==> src/rtl/sa_autosa_reset_gen.sv <==
`default_nettype none
// ============================================================================
// Module   : sa_autosa_reset_gen
// Purpose  : Soft-reset sequencer for the AutoSA core: drain, assert, release.
// Revision : 1.0 - initial release
// ============================================================================
module sa_autosa_reset_gen #(
    parameter int CNT_W     = 8,
    parameter int MIN_PULSE = 16,
    parameter int DRAIN_TMO = 255,
    parameter int SYNC_TMO  = 63
) (
    input  logic             autosa_clk,
    input  logic             dla_reset_rstn,
    input  logic             sw_rst_req,
    input  logic [CNT_W-1:0] sw_rst_len,
    input  logic             core_idle,
    input  logic             synced_rstn,
    output logic             core_reset_rstn,
    output logic             drain_req,
    output logic             rst_busy,
    output logic             rst_done,
    output logic [1:0]       rst_tmo
);

    localparam logic [2:0] c_st_idle    = 3'd0;
    localparam logic [2:0] c_st_drain   = 3'd1;
    localparam logic [2:0] c_st_assert  = 3'd2;
    localparam logic [2:0] c_st_release = 3'd3;
    localparam logic [2:0] c_st_done    = 3'd4;

    localparam logic [CNT_W-1:0] c_min_pulse = CNT_W'(MIN_PULSE);
    localparam logic [CNT_W:0]   c_drain_tmo = (CNT_W+1)'(DRAIN_TMO);
    localparam logic [CNT_W:0]   c_sync_tmo  = (CNT_W+1)'(SYNC_TMO);
    localparam logic [CNT_W:0]   c_one       = (CNT_W+1)'(1);

    logic [2:0]       r_state;
    logic [2:0]       w_next_state;
    logic [CNT_W-1:0] r_cnt;
    logic [CNT_W:0]   w_cnt_inc;
    logic [CNT_W-1:0] w_cnt_sat;
    logic [CNT_W-1:0] r_eff_len;
    logic [CNT_W-1:0] w_eff_len;
    logic             r_len_met;
    logic             r_sync_seen;
    logic             w_sync_low;
    logic [1:0]       r_tmo;
    logic             r_core_reset_rstn;
    logic             w_accept;
    logic             w_len_reached;
    logic             w_set_drain_tmo;
    logic             w_set_sync_tmo;
    logic             w_state_change;

    // Carry bit keeps "cycles elapsed" exact even when the counter is at its top value.
    assign w_cnt_inc      = {1'b0, r_cnt} + c_one;
    assign w_cnt_sat      = (&r_cnt) ? r_cnt : w_cnt_inc[CNT_W-1:0];
    assign w_eff_len      = (sw_rst_len < c_min_pulse) ? c_min_pulse : sw_rst_len;
    assign w_sync_low     = r_sync_seen | ~synced_rstn;
    assign w_state_change = (w_next_state != r_state);

    always_ff @(posedge autosa_clk or negedge dla_reset_rstn) begin
        if (!dla_reset_rstn) begin
            r_state <= c_st_idle;
        end else begin
            r_state <= w_next_state;
        end
    end

    // ASSERT runs in two phases: the pulse length, then (if synced_rstn has not
    // dropped yet) a restarted counter for the sync timeout.
    always_comb begin
        w_next_state    = r_state;
        w_accept        = 1'b0;
        w_len_reached   = 1'b0;
        w_set_drain_tmo = 1'b0;
        w_set_sync_tmo  = 1'b0;
        case (r_state)
            c_st_idle: begin
                if (sw_rst_req) begin
                    w_next_state = c_st_drain;
                    w_accept     = 1'b1;
                end
            end
            c_st_drain: begin
                if (core_idle) begin
                    w_next_state = c_st_assert;
                end else if (w_cnt_inc >= c_drain_tmo) begin
                    w_next_state    = c_st_assert;
                    w_set_drain_tmo = 1'b1;
                end
            end
            c_st_assert: begin
                if (!r_len_met) begin
                    if (w_cnt_inc >= {1'b0, r_eff_len}) begin
                        w_len_reached = 1'b1;
                        if (w_sync_low) begin
                            w_next_state = c_st_release;
                        end else if (c_sync_tmo == '0) begin
                            w_next_state   = c_st_release;
                            w_set_sync_tmo = 1'b1;
                        end
                    end
                end else if (w_sync_low) begin
                    w_next_state = c_st_release;
                end else if (w_cnt_inc >= c_sync_tmo) begin
                    w_next_state   = c_st_release;
                    w_set_sync_tmo = 1'b1;
                end
            end
            c_st_release: begin
                if (synced_rstn) begin
                    w_next_state = c_st_done;
                end else if (w_cnt_inc >= c_sync_tmo) begin
                    w_next_state   = c_st_idle;
                    w_set_sync_tmo = 1'b1;
                end
            end
            c_st_done: begin
                w_next_state = c_st_idle;
            end
            default: begin
                w_next_state = c_st_idle;
            end
        endcase
    end

    always_ff @(posedge autosa_clk or negedge dla_reset_rstn) begin
        if (!dla_reset_rstn) begin
            r_cnt             <= '0;
            r_eff_len         <= '0;
            r_len_met         <= 1'b0;
            r_sync_seen       <= 1'b0;
            r_tmo             <= 2'b00;
            r_core_reset_rstn <= 1'b1;
        end else begin
            r_core_reset_rstn <= (w_next_state != c_st_assert);

            if (w_state_change || w_len_reached) begin
                r_cnt <= '0;
            end else if (r_state != c_st_idle) begin
                r_cnt <= w_cnt_sat;
            end

            if (w_state_change) begin
                r_len_met   <= 1'b0;
                r_sync_seen <= 1'b0;
            end else begin
                if (w_len_reached) begin
                    r_len_met <= 1'b1;
                end
                if ((r_state == c_st_assert) && !synced_rstn) begin
                    r_sync_seen <= 1'b1;
                end
            end

            if (w_accept) begin
                r_eff_len <= w_eff_len;
                r_tmo     <= 2'b00;
            end else begin
                if (w_set_drain_tmo) begin
                    r_tmo[0] <= 1'b1;
                end
                if (w_set_sync_tmo) begin
                    r_tmo[1] <= 1'b1;
                end
            end
        end
    end

    always_comb begin
        drain_req = (r_state == c_st_drain);
        rst_busy  = (r_state != c_st_idle);
        rst_done  = (r_state == c_st_done);
    end

    assign core_reset_rstn = r_core_reset_rstn;
    assign rst_tmo         = r_tmo;

endmodule
`default_nettype wire

==> config.mk <==
export PLATFORM = sky130hd
export DESIGN_NAME = sa_autosa_reset_gen
export DESIGN_NICKNAME = d
export VERILOG_FILES = /design/src/rtl/sa_autosa_reset_gen.sv
export SDC_FILE = /design/constraint.sdc
export NUM_CORES = 1
export LEC_CHECK = 0
export BUFFER_PORTS_ARGS = -buffer_cell sky130_fd_sc_hd__clkbuf_2
export CAP_MARGIN = 20
export CORE_ASPECT_RATIO = 0.9
export CORE_MARGIN = 4
export CORE_UTILIZATION = 60
export DETAILED_ROUTE_END_ITERATION = 10
export PLACE_DENSITY = 0.81
export SETUP_SLACK_MARGIN = 0.05
export SYNTH_ARGS = -nofsm -noshare
export SYNTH_HDL_FRONTEND = slang
export SYNTH_SLANG_ARGS = --single-unit
==> constraint.sdc <==
create_clock -name autosa_clk -period 3.9 [get_ports autosa_clk]
set_input_delay 0.195 -clock autosa_clk [delete_from_list [all_inputs] [get_ports autosa_clk]]
set_output_delay 0.195 -clock autosa_clk [all_outputs]
set_load 0.03 [all_outputs]
==> results.md <==
- Status: completed
- WL/cell: 15.5 um
- Seq cells post-synth: 24
- Worst slew pin tran: about 0.6 ns
- Total number of yosys warnings: 0
- CTS root buffer: clkbuf_4
- Row count: 18
- Post-synthesis sequential area ratio: 0.341
- # Post-CTS Setup Buffers: 0
- Worst VDD drop: about 0.35 mV
- DR iter-0 viols: 80
- Post-route clock period utilization: 0.726
- Multi-input gate area: between 1000 and 1500 um2
- Final Hold Fails: 0
- Final wirelength: between 3 and 4 mm
- Max-Cap Viols: 0
- Clk_lat worst skew: about 0.32 ns
- Final setup skew: around 0.0032 ns
- Placed inst area: roughly 1900 um2
- Syn_area_per_cell: approximately 9.5 um2
- Overflow after GRT: 0
- Clock share of power: 0.122
- Largest net degree at the start of global routing: 25
- Vias per inst: between 5 and 6
- Top cell type's share of synthesized area: 0.326
- Area contributors post-synth: dfrtp_1 (33%), ha_1 (6.4%), xnor2_1 (5.0%)
- Top Ports: 19
- DRC: 0
- Psw: 0.000498 W
- Placer congestion estimate: about 0.86
- Core Box Area: between 2000 and 3000 um2
- CP Buf/Inv Count: 0
- Cell count after synthesis: ~190
- ANT cells: 0
- Die area: a little under 4000 um2
- Minimum clock period: 2.83 ns
- Critical Path Max Stage Delay: approximately 0.55 ns
- DP HPWL: between 2 and 3 mm
- Vias in the first global route: ~1,300
- Final setup violating endpoints: 0
- Die Y-Extent: a little under 60 um
- Pwr Total: approximately 0.0011 W
- Port bufs: 18
- CP dominant cell by count: nand4_1
- Hold Crit Class: primary input to flip-flop
- First-pass GRT wire length: 6.35 mm
- Vias: about 1,400
- Post-Syn Area: between 1500 and 2000 um2
- Number of gates resized after CTS: 0
- Clk buf depth: 2
- Crit-path leading delay family: simple AND/OR/NAND/NOR gates
- Initial antenna violation count: 0
- P&R area growth vs syn: 7.93%
- Die Width: 65.2 um
- CP Class: flip-flop to flip-flop
- Combinational Power Share: 0.503
- TritonCTS buffer count: 3
- CP Cell Sequence: and4_1 -> nand4_1 -> xnor2_1 -> ha_1 -> nand4_1 -> o32ai_1 -> a211oi_4 -> nor3_4 -> nor4_1
- Critical Path Fanout Max: 9
- CTS Sinks: 24
- Register Area: about 600 um2
- Critical-path top delay cell: dfrtp_1
- Post-synth top area cell: dfrtp_1
- Tot GR Track Use: 0.216
- Arrival time at the worst endpoint: 3.04 ns
- Fillers: roughly 250
- Required time of the critical path: approximately 4.1 ns
- Slew headroom: 0.596
- Fmax: ~350 MHz
- Internal: 0.000604 W
- Clk pin slew, worst setup/hold paths: 0.13 ns
- Worst setup EP type: flip-flop
- Sequential power share: 0.376
- CTS tree: built
- Post-synth EDFFs: 0
- RSZ-0062 raised after global routing: false
- Mapped Nets: between 200 and 250
- Nets: 223
- PwrDens: 578 nW/um2
- Share of cells above drive strength 1: 0.220
- Max Transition Viols Final: 0
- Top FF cell, synth: dfrtp_1
- H-tree depth: 1
- Netlist cell types: 60
- Critical path startpoint category: flip-flop
- Initial Utilization: 0.633
- Switching share of power: 0.452
- Fin Setup TNS: 0 ns
- Post-route cell area: 1910 um2
- Post-route ant nets: 0
- Static Leak: 0.834 nW
- Async set-reset flop share out of synthesis: 1.00
- Drt first pass iters: 4
## layout make-up
cell class,count,share of cell area
inverters,13,0.0256
clock buffers,4,0.0190
multi-input cells,140,0.561
well taps,40,0.0262
repair buffers,19,0.0525
flip-flops and latches,24,0.316
## what timing repair did
item                                   4_1_cts  5_1_grt
endpoints found under the hold margin       23        0
hold buffers                                 1        0
setup endpoints to repair                    0        0
## cell usage after synthesis (2+ instances only)
cell,number
o21ai_0,8
ha_1,9
and2_1,4
nand2b_1,4
nor2_1,13
o31ai_2,2
xnor2_1,10
and3b_1,2
nand3_1,3
nor4_1,7
mux2_2,4
nor3_1,2
dfrtp_1,23
a31oi_1,2
nand2_1,12
nand4_1,4
buf_4,2
clkbuf_1,4
a21oi_1,9
nor2b_1,4
o21ai_1,2
nor3b_1,4
o211ai_1,2
inv_1,13
## flip-flops by register name, summed over array words and instances (netlist names)
signal,cells
r_eff_len,8
rst_tmo,2
r_len_met,1
r_sync_seen,1
r_state,3
core_reset_rstn,1
r_cnt,8
## power groups by stage
stage                     Clock [W]  Sequential [W]  Combinational (W)
after global placement            0        0.000414           0.000524
after detailed placement          0        0.000420           0.000548
after CTS                  0.000137        0.000415           0.000551
final                      0.000134        0.000414           0.000554
after floorplan                   0        0.000385           0.000459
after global routing       0.000148        0.000429           0.000612
## routing by layer
metal / vias to the layer above / routed length (um) / track usage / part of all wire
met2: 64 / 1700 / 0.351 / 0.46
met4: 0 / 33 / 0.0621 / 0.0089
li1: 705 / - / - / -
met5: - / 0 / 0 / 0
met3: 6 / 291 / 0.0361 / 0.078
met1: 659 / 1690 / 0.300 / 0.45
## stage by stage
stage	hold WS, ns	setup WS (ns)	std cells	util
floorplan	-0.101	1.45	185	-
global placement	0.226	1.22	235	0.666
CTS	0.0502	1.10	240	0.683
global route	0.0592	0.851	240	0.683
finish	0.0579	1.07	240	0.683
detailed placement	0.238	1.12	235	0.666
## worst paths after layout
| kind | startpoint | endpoint | slack [ns] | cells past startpoint |
|---|---|---|---|---|
| setup / recovery | r_cnt[3] | r_cnt[0] | 1.07 | 9 |
| hold / removal | sw_rst_req | rst_tmo[0] | 0.06 | 2 |
| setup reg to reg | r_cnt[3] | r_cnt[0] | 1.07 | 9 |
| hold reg to reg | r_eff_len[3] | r_eff_len[3] | 0.50 | 2 |
| max in group asynchronous | dla_reset_rstn | r_eff_len[5] | 3.11 | 2 |
| min in group asynchronous | dla_reset_rstn | r_cnt[7] | 0.40 | 2 |
## cell usage in the layout, fill, tap and decap left out, types with 7 or more instances in the layout
| master | instances |
|---|---|
| a21oi_1 | 9 |
| clkbuf_2 | 18 |
| dfrtp_1 | 23 |
| ha_1 | 9 |
| inv_1 | 13 |
| nand2_1 | 12 |
| nor2_1 | 13 |
| nor4_1 | 7 |
| o21ai_0 | 8 |
| xnor2_1 | 10 |
## kinds of logic after synthesis
kind of cell / count (synthesis) / synth area share
buf+inv: 21 / 0.0538
simple gates: 71 / 0.248
xor+xnor: 12 / 0.0637
mux: 5 / 0.0312
fa+ha+maj: 9 / 0.0637
flops: 24 / 0.341
compound gates: 43 / 0.199
Power figures use the tool's default switching activity.
